==> src/rtl/jbi_jbus_pkt_sched.sv <==
// Outbound JBus packet scheduler: picks one of PIO / DMA-return / int-ack sources,
// requests the bus and sequences the granted packet. Define JBI_SCHED_RR_EN for round-robin selection.
module jbi_jbus_pkt_sched #(
  parameter int CYC_W = 4
) (
  input  logic               clk,
  input  logic               rst_l,
  input  logic [2:0]         src_req,
  input  logic [3*CYC_W-1:0] src_ncyc,
  input  logic [2:0]         src_fc_ok,
  input  logic               grant,
  input  logic               multiple_ok,
  output logic               int_req,
  output logic               multiple_in_progress,
  output logic               stream_break_point,
  output logic               have_trans_waiting,
  output logic               piorqq_req,
  output logic               int_requestor_piorqq,
  output logic               drv_valid,
  output logic [1:0]         drv_src,
  output logic [CYC_W-1:0]   drv_cyc,
  output logic               drv_last,
  output logic [2:0]         src_pop
);

  localparam logic [1:0] ST_IDLE = 2'd0;
  localparam logic [1:0] ST_ARM  = 2'd1;
  localparam logic [1:0] ST_SEND = 2'd2;

  localparam logic [CYC_W-1:0] ONE = CYC_W'(1);

  logic [1:0]       state;
  logic [1:0]       cur_src;
  logic [1:0]       last_served;
  logic [1:0]       win_src;
  logic [CYC_W-1:0] cur_ncyc;
  logic [CYC_W-1:0] cnt;
  logic [CYC_W-1:0] win_ncyc;
  logic [2:0]       elig;
  logic             cur_elig;
  logic             start;
  logic             last_cyc;
  logic             in_arm;
  logic             in_send;

  assign elig               = src_req & src_fc_ok;
  assign have_trans_waiting = |elig;
  assign piorqq_req         = src_req[0];

  // Winner is only latched when some source is eligible, so the fallback value is don't-care.
  always_comb begin
    win_src = last_served;
`ifdef JBI_SCHED_RR_EN
    begin
      logic [1:0] cand;
      logic       found;
      found = 1'b0;
      cand  = (last_served == 2'd2) ? 2'd0 : last_served + 2'd1;
      for (int k = 0; k < 3; k++) begin
        if (!found && elig[cand]) begin
          win_src = cand;
          found   = 1'b1;
        end
        cand = (cand == 2'd2) ? 2'd0 : cand + 2'd1;
      end
    end
`else
    if (elig[2]) win_src = 2'd2;
    if (elig[0]) win_src = 2'd0;
    if (elig[1]) win_src = 2'd1;
`endif
  end

  always_comb begin
    case (win_src)
      2'd0:    win_ncyc = src_ncyc[0*CYC_W +: CYC_W];
      2'd1:    win_ncyc = src_ncyc[1*CYC_W +: CYC_W];
      default: win_ncyc = src_ncyc[2*CYC_W +: CYC_W];
    endcase
  end

  always_comb begin
    case (cur_src)
      2'd0:    cur_elig = elig[0];
      2'd1:    cur_elig = elig[1];
      default: cur_elig = elig[2];
    endcase
  end

  // Single-cycle packets need the grant itself; longer ones start on the arbiter's go-ahead.
  assign start    = (cur_ncyc == ONE) ? grant : multiple_ok;
  assign last_cyc = (cnt == cur_ncyc - ONE);

  always_ff @(posedge clk) begin
    if (!rst_l) begin
      state       <= ST_IDLE;
      cur_src     <= 2'd0;
      cur_ncyc    <= '0;
      cnt         <= '0;
      last_served <= 2'd2;
    end else begin
      case (state)
        ST_IDLE: begin
          if (|elig) begin
            state    <= ST_ARM;
            cur_src  <= win_src;
            cur_ncyc <= (win_ncyc == '0) ? ONE : win_ncyc;
          end
        end
        ST_ARM: begin
          if (start) begin
            state <= ST_SEND;
            cnt   <= '0;
          end else if (!cur_elig) begin
            state <= ST_IDLE;
          end
        end
        ST_SEND: begin
          if (last_cyc) begin
            state       <= ST_IDLE;
            last_served <= cur_src;
            cnt         <= '0;
          end else begin
            cnt <= cnt + ONE;
          end
        end
        default: state <= ST_IDLE;
      endcase
    end
  end

  assign in_arm  = (state == ST_ARM);
  assign in_send = (state == ST_SEND);

  assign int_req              = in_arm | in_send;
  assign drv_valid            = in_send;
  assign drv_src              = in_send ? cur_src : 2'd0;
  assign drv_cyc              = in_send ? cnt : '0;
  assign drv_last             = in_send & last_cyc;
  assign multiple_in_progress = in_send & ~last_cyc;
  assign stream_break_point   = in_arm | drv_last;
  assign src_pop              = drv_last ? (3'b001 << cur_src) : 3'b000;
  assign int_requestor_piorqq = (state != ST_IDLE) & (cur_src == 2'd0);

endmodule

==> config.mk <==
export PLATFORM = sky130hd
export DESIGN_NAME = jbi_jbus_pkt_sched
export DESIGN_NICKNAME = d
export VERILOG_FILES = /design/src/rtl/jbi_jbus_pkt_sched.sv
export SDC_FILE = /design/constraint.sdc
export NUM_CORES = 1
export LEC_CHECK = 0
export BUFFER_PORTS_ARGS = -buffer_cell sky130_fd_sc_hd__buf_2
export CAP_MARGIN = 20
export CORE_MARGIN = 4
export CORE_UTILIZATION = 40
export CTS_CLUSTER_DIAMETER = 100
export DETAILED_ROUTE_END_ITERATION = 8
export GPL_TIMING_DRIVEN = 1
export PLACE_DENSITY = 0.67
export SYNTH_ARGS = -nofsm -noshare
export SYNTH_HDL_FRONTEND = slang
export SYNTH_SLANG_ARGS = --single-unit
==> constraint.sdc <==
create_clock -name clk -period 2.55 [get_ports clk]
set_input_delay 0.51 -clock clk [delete_from_list [all_inputs] [get_ports clk]]
set_output_delay 0.51 -clock clk [all_outputs]
set_load 0.02 [all_outputs]
Yosys cells after proc, flatten, opt, wreduce, memory -nomap -nowiden
Cells that the tools add are included.
{ "op_classes": {"n_bitwise": 7, "reduce_logical": 11, "n_shift": 1, "n_eq_ne": 10, "muxes": 18, "addsub": 2} }
{ "op_table": {"columns": ["cell", "count"], "rows": [
  ["$mux 2", 8],
  ["$mux 4", 4],
  ["$pmux 4 s2", 2],
  ["$eq 2x1->1 const B", 3],
  ["$logic_not 2->1", 3],
  ["$ne 2x2->1 const B", 3],
  ["$pmux 2 s3", 1],
  ["$reduce_and 2->1", 3],
  ["$add 4x1->4 const B", 1],
  ["$eq 4x1->1 const B", 1],
  ["$eq 4x4->1", 1],
  ["$logic_not 4->1", 1],
  ["$reduce_bool 2->1", 2],
  ["$sub 4x1->4 const B", 1],
  ["$and 1x1->1", 3],
  ["$and 3x3->3", 1],
  ["$mux 3", 1],
  ["$ne 3x3->1 const B", 1],
  ["$reduce_and 3->1", 1],
  ["$reduce_or 3->1", 1],
  ["$shl 1x2->3 const A", 1],
  ["$eq 2x2->1 const B", 1],
  ["$or 1x1->1", 2],
  ["$pmux 1 s2", 1],
  ["2 further kinds", 2]
]} }
{ "totals": {"reg_bits": 14, "out_inout_bits": 17} }

Depth between registers and ports, before layout
{ "logic_depth": {"ltp_word": 8, "ltp_mapped": 7} }

Worst setup path after synthesis
Ideal clock, no wire load.
{ "synth_path": {"path_type": "reg2out", "from": "reg cur_ncyc[0]", "to": "out src_pop[0]", "arrival_time_ns": 1.758, "stages_incl_launch_ff": 7, "path_slack_ns": 0.282, "cell_sequence": "dfxtp_1 -> inv_1 -> ha_1 -> xnor2_1 -> nor3_2 -> nand3_2 -> nor3_1"} }
{ "synth_between": {"elab_chain_len": 4} }
{ "synth_lines": {"columns": ["element", "line_no", "source"], "rows": [
  ["start, declared", "36", "logic [CYC_W-1:0] cur_ncyc;"],
  ["start signal, assigned", "107", "cur_ncyc <= (win_ncyc == '0) ? ONE : win_ncyc;"],
  ["$sub 4x1->4", "92", "assign last_cyc = (cnt == cur_ncyc - ONE);"],
  ["$eq 4x4->1", "92", null],
  ["$and 1x1->1", "139", "assign drv_last = in_send & last_cyc;"],
  ["$mux 3", "142", "assign src_pop = drv_last ? (3'b001 << cur_src) : 3'b000;"],
  ["end, declared", "23", "output logic [2:0] src_pop"]
]} }
Every way passes these cells.

Worst setup path in the final report
{ "layout_path": {"from": "reg cur_ncyc[0]", "to": "out src_pop[1]"} }
Same word-level chain as after synthesis.

==> reports/metrics.yaml <==
status: "finished clean"
die_x_um: 59.5
clk-insertion-delay-late_ns: 0.28
ys.flop_type: "dfxtp_1"
slew_violations: 0
avgSynthCellArea_sq_um: 8.36
viasPerCell: 5.18
grt_pass1_vias: 1045
hold_viol_final: 0
antenna_found_initial: 0
timing.setup.tns_ns: 0
final_util_pct: 53.0
cts_tree: "done"
firstDrtPassIters: 4
syn-num-nets: 155
yosysTopAreaCell: "dfxtp_1"
rsz0062_at_grt: "no"
syn_inst: 127
drv_cap: 0
ys_ff_latch: 14
crit_path_end_kind: "output pin"
clkTransAtPathRegs_ns: 0.09
ctsHtreeMaxLevel: 1
peakVddDrop_mv: 0.618
pin_count: 39
nFillCells: 242
post-route-min-period_ns: 2.41
dr_total_vias: 1020
fin_skew_ns: 0.00135
cts_buffer_depth: 2
cp.required_ns: 2.04
drt-initial-drc-count: 50
async_flop_share_pct: 0
io_buffers: 38
drt_wl_total_um: 2630
grt_remaining_overflow: 0
cpPeakStageDelay_ns: 0.38
arrival_ns: 1.90
crit_type: "reg -> out"
start_util_pct: 42.5
powerDensity_mw_per_mm2: 676
grt_start_max_net_pins: 14
worstHoldPathType: "reg -> reg"
std_cell_rows: 18
cp_top_family: "simple AND/OR/NAND/NOR gates"
min_period_over_period_pct: 94.4
synth_edf_count: 0
synth_top_cell_area_share_pct: 26.4
netlist_area_sq_mm: 0.00106
grt_pass1_wl_um: 4520
drive_above_1_share_pct: 32.3
hold_buffers: 0
ys_warn_count: 0
max-slew-margin-rel_pct: 61.0
cpMostUsedCell: "inv_1"
wl_per_cell_um: 13.4
yosys-top-cells-area: "dfxtp_1 (26%), ha_1 (7.1%), and2_1 (5.3%), o211ai_1 (4.2%), inv_1 (3.9%)"
power_leakage_uw: 0.000653
clockRootBuffer: "clkbuf_4"
critPathBufInv: 3
hpwlAfterDp_um: 2080
max_freq_ghz: 0.416
track_usage_pct: 16.5
cts.sinks: 14
antenna_left: 0
die-height_um: 59.5
fin_nets: 196
worstMarginPinSlew_ns: 0.586
crit_fanout: 5
place_congestion: 0.786
diodes: 0
design.core.area_sq_mm: 0.00250
critPathSlowestCell: "dfxtp_4"
synth.distinct_cells: 41
yosysSeqAreaShare_pct: 26.4
start_kind: "flip-flop"
area_delta_synth_final_pct: 24.6
numCtsBuffers: 3
dieArea_sq_mm: 0.00354
critical_path.cell_chain: "inv_1 > ha_1 > xor3_1 > nor3_2 > nand3_2 > inv_1 > and3_1 > buf_2"
setup_viol: 0
drc: 0
==> cell type report <==
type / count / area, sq um / area share (%)
flip-flops and latches: 14 / 287 / 21.6
well taps: 30 / 37.5 / 2.84
clock buffers: 4 / 36.3 / 2.74
multi-input cells: 99 / 724 / 54.7
inverters: 11 / 41.3 / 3.12
repair buffers: 39 / 198 / 14.9
==> cell usage in the layout, fill, tap and decap left out, types with 3 or more instances in the layout <==
cell type and n:
a21oi_1 3, mux2i_1 4, o211ai_1 6, nand2_1 11, and2_1 9, buf_2 38, ha_1 6, o31ai_1 3
nor2_1 10, xor2_1 4, dfxtp_1 11, xnor2_1 3, inv_1 11, o21ai_0 3, a21boi_1 3, clkbuf_4 3
nor3_1 4
==> stage by stage <==
step	instance area (sq um)	worst slack, ns	std cells	hold slack (ns)	total power (uW)
global route	1320	0.0127	197	0.514	971
global placement	1270	0.319	192	0.480	719
finish	1320	0.144	197	0.494	895
CTS	1310	0.0136	196	0.500	900
floorplan	1060	0.282	127	0.460	621
detailed placement	1270	0.267	192	0.486	730
==> kinds of logic (layout without fill, tap and decap cells) <==
logic type / Yosys count / in the layout / synth area share (%)
buffers and inverters: 14 / 54 / 5.42
adder cells (fa/ha/maj): 6 / 6 / 7.07
flip-flops: 14 / 14 / 26.4
AO/OA/AOI/OAI: 33 / 33 / 24.9
multiplexers: 5 / 5 / 4.83
XOR/XNOR: 8 / 8 / 8.01
AND/OR/NAND/NOR: 47 / 47 / 23.4
==> worst reg2reg max path, cell delays in order (launching register included) <==
cell	delay [ns]
dfxtp_2	0.34
inv_1	0.07
ha_1	0.13
nor3b_1	0.20
mux2_2	0.41
o21ai_1	0.29
mux2i_1	0.23
nor2_1	0.06
==> power breakdown <==
part	internal [uW]	switching, uW	leakage (uW)
Sequential	259	43.6	0.000116
Combinational	174	254	0.000517
Clock	86.8	78.0	0.0000210
Total	520	375	0.000653
==> cells in the mapped netlist, types with 3 or more instances <==
cell       n
dfxtp_1   14
o21ai_0    3
o211ai_1   6
inv_1     11
nand2_1   11
mux2i_1    4
a21oi_1    3
and2_1     9
xor2_1     4
xnor2_1    3
nor3_1     4
a21boi_1   3
ha_1       6
nor2_1    10
o31ai_1    3
==> state kept, by name, indices dropped and copies added, names as in the netlist <==
| signal | cells |
|---|---|
| cur_ncyc | 4 |
| state | 2 |
| last_served | 2 |
| cur_src | 2 |
| cnt | 4 |
==> final timing paths <==
path          startpoint     endpoint  slack [ns]  depth (start not counted)
min          cur_ncyc[3]  cur_ncyc[3]        0.49                          2
max reg2reg  cur_ncyc[1]       cnt[1]        0.72                          7
max          cur_ncyc[0]   src_pop[1]        0.14                          8
min reg2reg  cur_ncyc[3]  cur_ncyc[3]        0.49                          2
==> timing repair <==
action / CTS / global route
pin swaps: 0 / 1
cloned: 0 / 0
setup buffers: 0 / 1
endpoints found under the setup margin: 1 / 3
resized for setup: 1 / 3
==> layer usage <==
metal / wire length, um / GRT usage [%]
met5: 0 / 0
met4: 19 / 5.70
met3: 121 / 2.61
met2: 1260 / 27.8
met1: 1240 / 21.2
Power figures use the tool's default switching activity.
